`src/rtl/binary_game_display_if.sv`:
```
// Game-side/board-side signal bundle for binary_game_display.
// The slave modport is the display block; the master modport is whoever drives
// the game outputs and watches the board pins.
interface binary_game_display_if;
    logic [7:0]  value_in;
    logic [7:0]  score_in;
    logic        show_value;
    logic        show_score;
    logic        wrong_in;
    logic [3:0]  An;
    logic [6:0]  ssd;
    logic        Dp;
    logic [11:0] bcd_out;
    logic        conv_busy;

    modport slave (
        input  value_in,
        input  score_in,
        input  show_value,
        input  show_score,
        input  wrong_in,
        output An,
        output ssd,
        output Dp,
        output bcd_out,
        output conv_busy
    );

    modport master (
        output value_in,
        output score_in,
        output show_value,
        output show_score,
        output wrong_in,
        input  An,
        input  ssd,
        input  Dp,
        input  bcd_out,
        input  conv_busy
    );
endinterface

```
`src/rtl/binary_game_display.sv`:
```
// binary_game_display: renders the game's 8-bit number or score in decimal on
// a 4-digit multiplexed seven-segment display.
//  - Sequential double-dabble converter (IDLE -> SHIFT x8 -> DONE) produces BCD.
//  - Free-running refresh counter scans the anodes; An and ssd are registered
//    on the same edge.
//  - Optional leading-zero blanking: define BINARY_GAME_DISP_LZB_EN.
module binary_game_display #(
    parameter int unsigned REFRESH_BITS = 18
) (
    input  logic                  Clk,
    input  logic                  Reset,
    binary_game_display_if.slave  bus
);

    localparam logic [1:0] ST_IDLE  = 2'd0;
    localparam logic [1:0] ST_SHIFT = 2'd1;
    localparam logic [1:0] ST_DONE  = 2'd2;

    localparam logic [REFRESH_BITS-1:0] SCAN_ONE = {{(REFRESH_BITS-1){1'b0}}, 1'b1};

    localparam logic [6:0] GLYPH_BLANK = 7'b1111111;
    localparam logic [6:0] GLYPH_S     = 7'b0010010;
    localparam logic [6:0] GLYPH_E     = 7'b0000110;

    // Converter state
    logic [1:0]  state;
    logic [7:0]  snapshot;
    logic [11:0] scratch;
    logic [2:0]  bit_cnt;
    logic        first_cycle;
    logic [11:0] bcd_q;
    logic        busy_q;

    // Display state
    logic [REFRESH_BITS-1:0] scan_cnt;
    logic [3:0]              an_q;
    logic [6:0]              ssd_q;

    // Combinational helpers
    logic [7:0]  src;
    logic [11:0] adjusted;
    logic [11:0] shifted;
    logic [1:0]  digit_idx;
    logic        hundreds_blank;
    logic        tens_blank;
    logic        display_on;
    logic [3:0]  next_an;
    logic [6:0]  next_ssd;

    // Seven-segment glyph for one BCD digit, {g,f,e,d,c,b,a}, active-low
    function automatic logic [6:0] glyph(input logic [3:0] d);
        logic [6:0] g;
        case (d)
            4'd0:    g = 7'b1000000;
            4'd1:    g = 7'b1111001;
            4'd2:    g = 7'b0100100;
            4'd3:    g = 7'b0110000;
            4'd4:    g = 7'b0011001;
            4'd5:    g = 7'b0010010;
            4'd6:    g = 7'b0000010;
            4'd7:    g = 7'b1111000;
            4'd8:    g = 7'b0000000;
            4'd9:    g = 7'b0010000;
            default: g = GLYPH_BLANK;
        endcase
        return g;
    endfunction

    // Double-dabble correction: a nibble of 5 or more would overflow past 9
    // after the shift, so pre-add 3
    function automatic logic [3:0] dabble(input logic [3:0] n);
        return (n >= 4'd5) ? (n + 4'd3) : n;
    endfunction

    // Source select and one double-dabble step on the scratch register
    always_comb begin
        src      = bus.show_score ? bus.score_in : bus.value_in;
        adjusted = {dabble(scratch[11:8]), dabble(scratch[7:4]), dabble(scratch[3:0])};
        shifted  = {adjusted[10:0], snapshot[3'd7 - bit_cnt]};
    end

    // Converter FSM: snapshot the source on change, shift 8 bits MSB first,
    // then publish the result
    always_ff @(posedge Clk or posedge Reset) begin
        if (Reset) begin
            state       <= ST_IDLE;
            snapshot    <= '0;
            scratch     <= '0;
            bit_cnt     <= '0;
            first_cycle <= 1'b1;
            bcd_q       <= '0;
            busy_q      <= 1'b0;
        end else begin
            case (state)
                ST_IDLE: begin
                    if ((src != snapshot) || first_cycle) begin
                        snapshot    <= src;
                        scratch     <= '0;
                        bit_cnt     <= '0;
                        busy_q      <= 1'b1;
                        first_cycle <= 1'b0;
                        state       <= ST_SHIFT;
                    end
                end
                ST_SHIFT: begin
                    scratch <= shifted;
                    bit_cnt <= bit_cnt + 3'd1;
                    if (bit_cnt == 3'd7) begin
                        state <= ST_DONE;
                    end
                end
                ST_DONE: begin
                    bcd_q  <= scratch;
                    busy_q <= 1'b0;
                    state  <= ST_IDLE;
                end
                default: begin
                    state <= ST_IDLE;
                end
            endcase
        end
    end

    // Pick the digit for the current scan slot from the last completed result
    always_comb begin
        digit_idx  = scan_cnt[REFRESH_BITS-1 -: 2];
        display_on = bus.show_value | bus.show_score;
`ifdef BINARY_GAME_DISP_LZB_EN
        hundreds_blank = (bcd_q[11:8] == 4'd0);
        tens_blank     = hundreds_blank && (bcd_q[7:4] == 4'd0);
`else
        hundreds_blank = 1'b0;
        tens_blank     = 1'b0;
`endif
        next_an  = 4'b1111;
        next_ssd = GLYPH_BLANK;
        if (display_on) begin
            next_an = ~(4'b0001 << digit_idx);
            case (digit_idx)
                2'd0: next_ssd = glyph(bcd_q[3:0]);
                2'd1: next_ssd = tens_blank ? GLYPH_BLANK : glyph(bcd_q[7:4]);
                2'd2: next_ssd = hundreds_blank ? GLYPH_BLANK : glyph(bcd_q[11:8]);
                default: begin
                    if (bus.show_score) begin
                        next_ssd = GLYPH_S;
                    end else if (bus.wrong_in) begin
                        next_ssd = GLYPH_E;
                    end else begin
                        next_ssd = GLYPH_BLANK;
                    end
                end
            endcase
        end
    end

    // Refresh counter and registered anode/segment outputs
    always_ff @(posedge Clk or posedge Reset) begin
        if (Reset) begin
            scan_cnt <= '0;
            an_q     <= 4'b1111;
            ssd_q    <= GLYPH_BLANK;
        end else begin
            scan_cnt <= scan_cnt + SCAN_ONE;
            an_q     <= next_an;
            ssd_q    <= next_ssd;
        end
    end

    assign bus.An        = an_q;
    assign bus.ssd       = ssd_q;
    assign bus.Dp        = 1'b1;
    assign bus.bcd_out   = bcd_q;
    assign bus.conv_busy = busy_q;

endmodule

```
`src/flat_wrapper.sv`:
```
// flat-port wrapper written by rule: the top's interface ports become plain ports
module binary_game_display_flat 
#(
    parameter int unsigned REFRESH_BITS = 18
)
  (Clk, Reset, bus_value_in, bus_score_in, bus_show_value, bus_show_score, bus_wrong_in, bus_An, bus_ssd, bus_Dp, bus_bcd_out, bus_conv_busy);
  binary_game_display_if bus_i ();
  input  logic Clk;
  input  logic Reset;
  input wire logic [$bits(bus_i.value_in)-1:0] bus_value_in;
  input wire logic [$bits(bus_i.score_in)-1:0] bus_score_in;
  input wire logic [$bits(bus_i.show_value)-1:0] bus_show_value;
  input wire logic [$bits(bus_i.show_score)-1:0] bus_show_score;
  input wire logic [$bits(bus_i.wrong_in)-1:0] bus_wrong_in;
  output wire logic [$bits(bus_i.An)-1:0] bus_An;
  output wire logic [$bits(bus_i.ssd)-1:0] bus_ssd;
  output wire logic [$bits(bus_i.Dp)-1:0] bus_Dp;
  output wire logic [$bits(bus_i.bcd_out)-1:0] bus_bcd_out;
  output wire logic [$bits(bus_i.conv_busy)-1:0] bus_conv_busy;
  assign bus_i.value_in = bus_value_in;
  assign bus_i.score_in = bus_score_in;
  assign bus_i.show_value = bus_show_value;
  assign bus_i.show_score = bus_show_score;
  assign bus_i.wrong_in = bus_wrong_in;
  assign bus_An = bus_i.An;
  assign bus_ssd = bus_i.ssd;
  assign bus_Dp = bus_i.Dp;
  assign bus_bcd_out = bus_i.bcd_out;
  assign bus_conv_busy = bus_i.conv_busy;
  binary_game_display #(.REFRESH_BITS(REFRESH_BITS)) u_core (.Clk(Clk), .Reset(Reset), .bus(bus_i));
endmodule
```
`config.mk`:
```
export PLATFORM = sky130hd
export DESIGN_NAME = binary_game_display_flat
export DESIGN_NICKNAME = d
export VERILOG_FILES = /design/src/rtl/binary_game_display_if.sv /design/src/rtl/binary_game_display.sv /design/src/flat_wrapper.sv
export SDC_FILE = /design/constraint.sdc
export NUM_CORES = 1
export LEC_CHECK = 0
export ABC_AREA = 1
export CORE_MARGIN = 3
export CORE_UTILIZATION = 56
export CTS_CLUSTER_SIZE = 10
export DETAILED_ROUTE_END_ITERATION = 10
export PLACE_DENSITY = 0.9
export SYNTH_ARGS = -nofsm -noshare
export SYNTH_HDL_FRONTEND = slang
export SYNTH_SLANG_ARGS = --single-unit
```
`constraint.sdc`:
```
create_clock -name Clk -period 2.5 [get_ports Clk]
set_input_delay 0.5 -clock Clk [delete_from_list [all_inputs] [get_ports Clk]]
set_output_delay 0.5 -clock Clk [all_outputs]
set_load 0.02 [all_outputs]
```
# Yosys cells after proc, flatten, opt, wreduce, memory -nomap -nowiden
# Memories as Yosys holds them, arrays and structs flattened.
# Cells that the tools add are included.
[op_classes]
add_sub_neg = 6
n_mul = 0
n_div = 0
order_cmp = 4
eq_ne = 8
shifts = 1
muxes = 20
bitwise = 2
n_reduce_logical = 9
[ops]
columns = ["operator", "n"]
rows = [
  ["$pmux W12 S2", 1],
  ["$mux W7", 3],
  ["$pmux W7 S3", 1],
  ["$add A18 B1 Y18 const B", 1],
  ["$ge A4 B3 Y1 const B", 3],
  ["$mux W12", 1],
  ["$mux W4", 3],
  ["$add A4 B2 Y4 const B", 2],
  ["$mux W8", 1],
  ["$ne A8 B8 Y1", 1],
  ["$reduce_and A2 Y1", 4],
  ["$mux W3", 2],
  ["$pmux W3 S2", 1],
  ["$eq A2 B1 Y1 const B", 2],
  ["$eq A2 B2 Y1 const B", 2],
  ["$logic_not A2 Y1", 2],
  ["$lt A3 B4 Y1 const B", 1],
  ["$mux W2", 2],
  ["$ne A2 B1 Y1 const B", 2],
  ["$not A4 Y4", 1],
  ["$pmux W2 S2", 1],
  ["$reduce_bool A2 Y1", 2],
  ["$shl A1 B2 Y4 const A", 1],
  ["$add A3 B1 Y3 const B", 1],
  ["other kinds (8)", 9],
]
[totals]
regBits = 68
latch_bits = 0
ramBits = 0
romBits = 336
inputBits = 21
n_memories = 3
[memory_table]
columns = ["memory", "depth", "word_bits", "rd", "rd_clocked_by_memory_dff", "write_ports", "line_no", "rtl"]
rows = [
  ["(no name shown)", 16, 7, 1, 0, 0, "binary_game_display.sv:53", "case (d)"],
  ["(no name shown)", 16, 7, 1, 0, 0, "binary_game_display.sv:53", ""],
  ["(no name shown)", 16, 7, 1, 0, 0, "binary_game_display.sv:53", ""],
]

# Logic depth before layout (Yosys ltp)
# Gate-level depths: netlist (run 1).
[logic_depth]
word_depth = 5
mapped_depth = 12
depth_no_buf = 10

# Least setup slack after synthesis (run 1)
# Ideal clock, no wire load.
[synth_path]
kind = "input port to flip-flop"
startpoint = "input bus_show_score"
endpoint = "register u_core.state[0]"
setup_ns = 0.134
t_arrival_ns = 1.524
path_slack_ns = 0.842
path_stages = 11
n_path_buf = 3
path_cell_list = "buf_6 clkinv_2 buf_6 nand2_1 nand3_1 nand2_1 nor2_1 nand3_2 o21bai_4 buf_4 o21ai_0"
[synth_between]
elab_chain_len = 5
[synth_rtl]
columns = ["item", "line_no", "rtl"]
rows = [
  ["start, declared", "flat_wrapper.sv:13", "input wire logic [$bits(bus_i.show_score)-1:0] bus_show_score;"],
  ["$mux W8", "binary_game_display.sv:77", "src = bus.show_score ? bus.score_in : bus.value_in;"],
  ["$ne A8 B8 Y1", "binary_game_display.sv:96", "if ((src != snapshot) || first_cycle) begin"],
  ["$logic_or A1 B1 Y1", "binary_game_display.sv:96", ""],
  ["$ne A2 B1 Y1 (no source line)", "-", ""],
  ["$reduce_and A2 Y1 (no source line)", "-", ""],
  ["end signal, assigned", "binary_game_display.sv:102", "state <= ST_SHIFT;"],
  ["end signal, assigned", "binary_game_display.sv:109", "state <= ST_DONE;"],
  ["end signal, assigned", "binary_game_display.sv:115", "state <= ST_IDLE;"],
  ["end, declared", "binary_game_display.sv:26", "logic [1:0] state;"],
]
# Every way passes these cells.
# A chain may end at the register's enable or synchronous reset.

# Worst setup path in the final report (run 1)
[layout_path]
startpoint = "register u_core.bcd_q[1] (netlist: u_core.bus.bcd_out[1])"
endpoint = "output bus_bcd_out[1]"
[layout_lines]
columns = ["item", "line_no", "rtl"]
rows = [
  ["start, declared", "binary_game_display.sv:31", "logic [11:0] bcd_q;"],
  ["start signal, assigned", "binary_game_display.sv:113", "bcd_q <= scratch;"],
  ["end, declared", "flat_wrapper.sv:18", "output wire logic [$bits(bus_i.bcd_out)-1:0] bus_bcd_out;"],
]
# No word-level cell between the ends.

==> flow_summary_export.csv, run 1 <==
group,metric,value,unit
power,seq_power_share,0.368,
die,fp.dieW,90.3,um
timing,finClkSkew,0.00702,ns
cts,htreeDepth,3,
setup_path,rr_worst_depth,7,
grt,use_met2,0.400,
setup_path,critPathKind,"flip-flop to output port",
die,core,6830,um2
grt,met1_usage,0.270,
route,wirelength,8660,um
die,row_count,30,
cts,cts_tree,"yes",
placement,portBuffers,44,
power,p_sw,0.00227,W
timing,rsz0062_at_grt,"no",
cts,cts_hold_repair.buffers,0,
placement,dp_hpwl,6580,um
die,start_util,0.582,
logic_synthesis,yosysWarnings,0,
logic_synthesis,syn_area,3980,um2
timing,final.period_utilization,0.813,
die,pin_count,46,
setup_path,arrival,1.53,ns
route,ant_nets,0,
final_layout,fin_nets,603,
grt,busiest_layer,"met2",
setup_path,cp-end-kind,"output port",
final_layout,multiInputGateArea,1910,um2
final_layout,area_growth,17.9,%
timing,worst_pin_slew,0.669,ns
flow_run,drv_cap,0,
cts,clkTransAtPathRegs,0.07,ns
logic_synthesis,synth_fp_nets,555,
final_layout,mostFrequentLayoutCells,"nand2_1 (139), inv_1 (68), dfrtp_1 (56), clkdlybuf4s50_1 (44), o21ai_0 (43)",
timing,setup_viol,0,
route,firstDrtPassIters,5,
grt,antenna_found_initial,0,
timing,period_needed,2.03,ns
cts,insertion_delay,0.34,ns
power,irDropWorstVdd,754,uV
placement,dpl-instance-area,4510,um2
setup_path,slowest_delay,0.67,ns
cts,cts_resized,0,
power,comb_power_share,0.469,
cts,numCtsBuffers,9,
setup_path,crit_family,"buffers and inverters",
hold_path,hold_class,"flip-flop to flip-flop",
final_layout,fin_area,4690,um2
final_layout,layout_commonest_cell,"nand2_1",
setup_path,rr_startpoint,"u_core.scan_cnt[0]",
timing,setup_tns,0,ns
setup_path,rrSetupSlack,0.51,ns
setup_path,worstSetupStartpointType,"flip-flop",
logic_synthesis,yosysTopAreaCellShare,0.352,
grt,grt-ovfl-total,0,
setup_path,reg2reg_to,"u_core.scan_cnt[16]",
final_layout,drive_above_1_share,0.0664,
outcome,status,"finished, final reports clean",
timing,fmax,492,MHz
route,via_per_inst,5.31,
cts,cts-root-buf,"clkbuf_8",
setup_path,path_cells,"clkdlybuf4s50_1",
cts,cts_sinks,68,
power,powerDensity,1120,nW/um2
route,drt_iter0_drc,233,
route,wl_per_cell,13.3,um
power,p_total,0.00526,W
final_layout,final_cells,653,
grt,grtUsageTotal,0.225,
logic_synthesis,syn_area_per_cell,7.85,um2
grt,first_global_vias,3394,
power,p_leak,2.36,nW
placement,gp_congestion,0.972,
timing,relSlewSlack,0.553,
power,netSwitchingFraction,0.432,
power,power.share.clock,0.163,
route,vias,3468,
timing,final_max_slew_viol_count,0,
logic_synthesis,synth_cells,507,
setup_path,cp.required,2.00,ns
grt,grt_max_degree,35,
die,die-height,90.3,um
final_layout,fill_cells,545,
hold_path,whs_path_depth,2,
logic_synthesis,seq_area_frac_synth,0.432,
grt,grt_pass1_wl,15100,um
final_layout,antenna_cells,0,
setup_path,crit_fanout,7,
logic_synthesis,yosysTopAreaCell,"dfrtp_1",
hold_path,worstHoldStart,"u_core.bus.conv_busy",
cts,post_cts_buffers,0,
cts,cts_buffer_depth,2,
setup_path,cp_num_buf_inv,1,
grt,use_met3,0.0458,
die,dieArea,8150,um2
hold_path,holdPathEnd,"u_core.bus.conv_busy",
setup_path,cp_slowest_cell,"clkdlybuf4s50_1",
route,route.detailed.drc,0,
logic_synthesis,ys_ff_latch,68,
power,internal_power,0.00299,W
timing,finalHoldViolations,0,
logic_synthesis,synth.distinct_cells,36,
final_layout,final-seq-area,1720,um2
placement,placed_cells,640,
logic_synthesis,synth_area_leaders,"dfrtp_1 (35%), nand2_1 (13%), ha_1 (8.5%), dfstp_2 (7.9%), inv_1 (6.5%)",
[cells by family after synthesis]
| logic type | count (synthesis) | share of synthesized area |
|---|---|---|
| compound gates | 84 | 0.119 |
| xor+xnor | 15 | 0.0330 |
| fa+ha+maj | 27 | 0.0849 |
| buf+inv | 82 | 0.0887 |
| flops | 68 | 0.432 |
| other cells | 1 | 0.000943 |
| simple gates | 230 | 0.242 |
[flip-flops by register name, summed over array words and instances, names as in the netlist]
name and flops:
u_core.state 2, u_core.scratch 12, u_core.bus.ssd 7, u_core.bit_cnt 3, u_core.snapshot 8, u_core.bus.conv_busy 1, u_core.scan_cnt 18, u_core.bus.bcd_out 12
u_core.first_cycle 1, u_core.bus.An 4
[area by class of cell]
cell class | instances | area share
clock buffer | 11 | 0.0301
inverter | 70 | 0.0563
tap | 96 | 0.0256
clock inverter | 2 | 0.00800
multi-input combinational | 357 | 0.407
sequential | 68 | 0.366
timing repair buffer | 49 | 0.107
[per-stage QoR]
step | util | hold slack, ns | setup WS [ns]
CTS | 0.687 | 0.489 | 0.455
detailed placement | 0.660 | 0.465 | 0.150
global placement | 0.660 | 0.464 | 0.265
floorplan | - | 0.434 | 0.308
global route | 0.687 | 0.508 | 0.338
finish | 0.687 | 0.485 | 0.469
[Yosys cell counts, drive strengths merged]
| cell type | number |
|---|---|
| nor2 | 37 |
| o221ai | 1 |
| xor2 | 12 |
| inv | 69 |
| dfstp | 12 |
| o2111ai | 1 |
| nand4 | 5 |
| nand3b | 3 |
| nor3 | 5 |
| o22a | 1 |
| a31oi | 2 |
| dfrtp | 56 |
| nor4 | 1 |
| o211ai | 6 |
| or2 | 4 |
| o21ai | 49 |
| clkbuf | 3 |
| xnor2 | 3 |
| nand2 | 139 |
| conb | 1 |
| o311ai | 1 |
| buf | 9 |
| a211oi | 2 |
| nor3b | 1 |
| nand3 | 35 |
| o31ai | 1 |
| o21bai | 1 |
| clkinv | 1 |
| a21oi | 19 |
| ha | 27 |
[power by group through the flow]
stage	clock (W)	combinational (W)	sequential, W
3_3_place_gp	0	0.00232	0.00192
2_1_floorplan	0	0.00156	0.00200
4_1_cts	0.000879	0.00245	0.00192
6_report	0.000855	0.00247	0.00194
5_1_grt	0.000915	0.00281	0.00200
3_5_place_dp	0	0.00244	0.00194
[layer usage]
| layer | vias to the layer above | part of all wire | wire, um |
|---|---|---|---|
| li1 | 1714 | - | - |
| met4 | 0 | 0.012 | 104 |
| met1 | 1627 | 0.43 | 3690 |
| met3 | 13 | 0.048 | 414 |
| met5 | - | 0 | 0 |
| met2 | 114 | 0.51 | 4450 |
[worst max-delay path by stage]
stage / end / depth (start not counted) / start
floorplan: u_core.bit_cnt[0] / 1 / Reset
global placement: u_core.state[0] / 10 / bus_show_score
detailed placement: u_core.snapshot[3] / 11 / bus_show_score
CTS: bus_bcd_out[1] / 1 / u_core.bus.bcd_out[1]
global route: u_core.scan_cnt[16] / 7 / u_core.scan_cnt[0]
finish: bus_bcd_out[1] / 1 / u_core.bus.bcd_out[1]
No activity file was read; power rests on OpenSTA's default activity.
==> run 2: changes to the inputs <==
--- a/config.mk
+++ b/config.mk
@@ -7,10 +7,10 @@
 export LEC_CHECK = 0
 export ABC_AREA = 1
 export CORE_MARGIN = 3
-export CORE_UTILIZATION = 56
+export CORE_UTILIZATION = 51
 export CTS_CLUSTER_SIZE = 10
 export DETAILED_ROUTE_END_ITERATION = 10
-export PLACE_DENSITY = 0.9
+export PLACE_DENSITY = 0.87
 export SYNTH_ARGS = -nofsm -noshare
 export SYNTH_HDL_FRONTEND = slang
 export SYNTH_SLANG_ARGS = --single-unit
==> constraint.sdc (replaced) <==
create_clock -name Clk -period 1.85 [get_ports Clk]
set_input_delay 0.37 -clock Clk [delete_from_list [all_inputs] [get_ports Clk]]
set_output_delay 0.37 -clock Clk [all_outputs]
set_load 0.02 [all_outputs]
==> flow_summary_export.csv, run 2 (synthesized netlist as in run 1, its figures left out) <==
group,metric,value,unit
outcome,status,"finished, final reports clean",
die,start_util,0.537,
setup_path,slowest_delay,0.65,ns
final_layout,largest_reg_flops,18,
cts,cts_buffer_depth,2,
timing,setup_viol,0,
cts,cts_sinks,68,
final_layout,fin_nets,615,
timing,fmax,549,MHz
grt,grt-ovfl-total,0,
timing,finClkSkew,0.0122,ns
route,drt_iter0_drc,169,
setup_path,cp-end-kind,"output port",
power,p_leak,2.54,nW
setup_path,reg2reg_to,"u_core.scan_cnt[16]",
die,fp.dieW,94.3,um
setup_path,rr_worst_depth,7,
die,row_count,31,
cts,insertion_delay,0.35,ns
cts,cts-root-buf,"clkbuf_8",
route,wirelength,9120,um
placement,dp_hpwl,6680,um
final_layout,antenna_cells,0,
setup_path,cp-endpoint,"bus_bcd_out[7]",
setup_path,rr_startpoint,"u_core.scan_cnt[0]",
timing,relSlewSlack,0.553,
route,ant_nets,0,
die,dieArea,8890,um2
setup_path,arrival,1.45,ns
placement,portBuffers,44,
timing,finalHoldViolations,0,
grt,antenna_found_initial,0,
route,via_per_inst,5.27,
cts,numCtsBuffers,9,
die,core,7410,um2
placement,placed_cells,655,
setup_path,crit_cells,1,
final_layout,fin_area,4840,um2
timing,final_max_slew_viol_count,0,
setup_path,crit_fanout,6,
route,route.detailed.drc,0,
route,vias,3533,
setup_path,critPathKind,"flip-flop to output port",
power,powerDensity,1480,nW/um2
final_layout,area_growth,21.8,%
timing,setup_tns,0,ns
placement,gp_congestion,0.845,
final_layout,fill_cells,556,
grt,grt_max_degree,44,
cts,htreeDepth,3,
flow_run,drv_cap,0,
route,wl_per_cell,13.6,um
setup_path,cp.required,1.48,ns
setup_path,path_cells,"clkdlybuf4s50_1",
grt,grt_pass1_wl,15000,um
final_layout,drive_above_1_share,0.0927,
die,die-height,94.3,um
setup_path,worstSetupStartpointType,"flip-flop",
setup_path,cp_num_buf_inv,1,
final_layout,regMostFlops,"u_core.scan_cnt",
hold_path,hold_class,"flip-flop to flip-flop",
die,pin_count,46,
timing,worst_pin_slew,0.670,ns
timing,final.period_utilization,0.985,
setup_path,rrSetupSlack,0.12,ns
grt,grtUsageTotal,0.213,
final_layout,mostFrequentLayoutCells,"nand2_1 (139), inv_1 (68), dfrtp_1 (56), o21ai_0 (42), nor2_1 (36)",
setup_path,critical_path.startpoint,"u_core.bus.bcd_out[7]",
grt,first_global_vias,3470,
setup_path,cp_slowest_cell,"clkdlybuf4s50_1",
route,firstDrtPassIters,5,
power,p_total,0.00719,W
timing,rsz0062_at_grt,"no",
power,irDropWorstVdd,714,uV
placement,dpl-instance-area,4620,um2
final_layout,final_cells,671,
cts,cts_tree,"yes",
final_layout,layout_commonest_cell,"nand2_1",
cts,clkTransAtPathRegs,0.08,ns
timing,period_needed,1.82,ns
setup_path,crit_family,"buffers and inverters",
==> run 2: cell types whose count changed in the layout (fill, tap and decap cells not counted), sizes merged <==
cell           change
clkinv             +2
clkinvlp           +2
dlygate4sd2        +6
clkbuf             -1
clkdlybuf4s50     -18
buf               +12
dlymetal6s2s      +12
==> run 2: timing repair <==
action / in CTS / in global routing
gates resized for setup: 6 / 15
hold buffers: 0 / 0
setup endpoints to repair: 6 / 32
buffers inserted: 0 / 0
==> run 2: per-stage QoR <==
stage / hold WS (ns) / worst slack, ns / util
floorplan: 0.434 / 0.223 / -
global placement: 0.465 / -0.201 / 0.624
detailed placement: 0.463 / -0.258 / 0.624
CTS: 0.477 / 0.00320 / 0.649
global route: 0.514 / 0.00411 / 0.654
finish: 0.480 / 0.0273 / 0.654
==> run 2: power breakdown <==
part	switching [W]	internal [W]	total (W)
combinational	0.00203	0.00135	0.00338
sequential	0.000580	0.00203	0.00261
clock	0.000577	0.000622	0.00120
total	0.00319	0.00400	0.00719
==> run 2: how the worst min path moves through the flow <==
stage          slack, ns                   to  cells after the start                 from
2_1_floorplan       0.43   u_core.first_cycle                      2   u_core.first_cycle
3_3_place_gp        0.47  u_core.scan_cnt[14]                      1  u_core.scan_cnt[14]
3_5_place_dp        0.46  u_core.scan_cnt[14]                      1  u_core.scan_cnt[14]
4_1_cts             0.48  u_core.scan_cnt[14]                      1  u_core.scan_cnt[14]
5_1_grt             0.51   u_core.first_cycle                      2   u_core.first_cycle
6_report            0.48  u_core.scan_cnt[14]                      1  u_core.scan_cnt[14]
==> run 2: per-layer routing <==
metal,vias to the layer above,part of all wire,wire length (um),track usage
li1,1748,-,-,-
met1,1667,0.43,3900,0.246
met2,93,0.51,4660,0.381
met3,25,0.038,345,0.0345
met4,0,0.023,209,0.101
met5,-,0,0,0
==> run 2: final cells by class <==
cell class / instances / area [um2] / area share
Tap cell: 99 / 124 / 0.0256
Inverter: 70 / 268 / 0.0553
Multi-Input combinational cell: 357 / 1910 / 0.395
Timing Repair Buffer: 61 / 632 / 0.130
Clock buffer: 10 / 128 / 0.0263
Sequential cell: 68 / 1720 / 0.354
Clock inverter: 6 / 63.8 / 0.0132
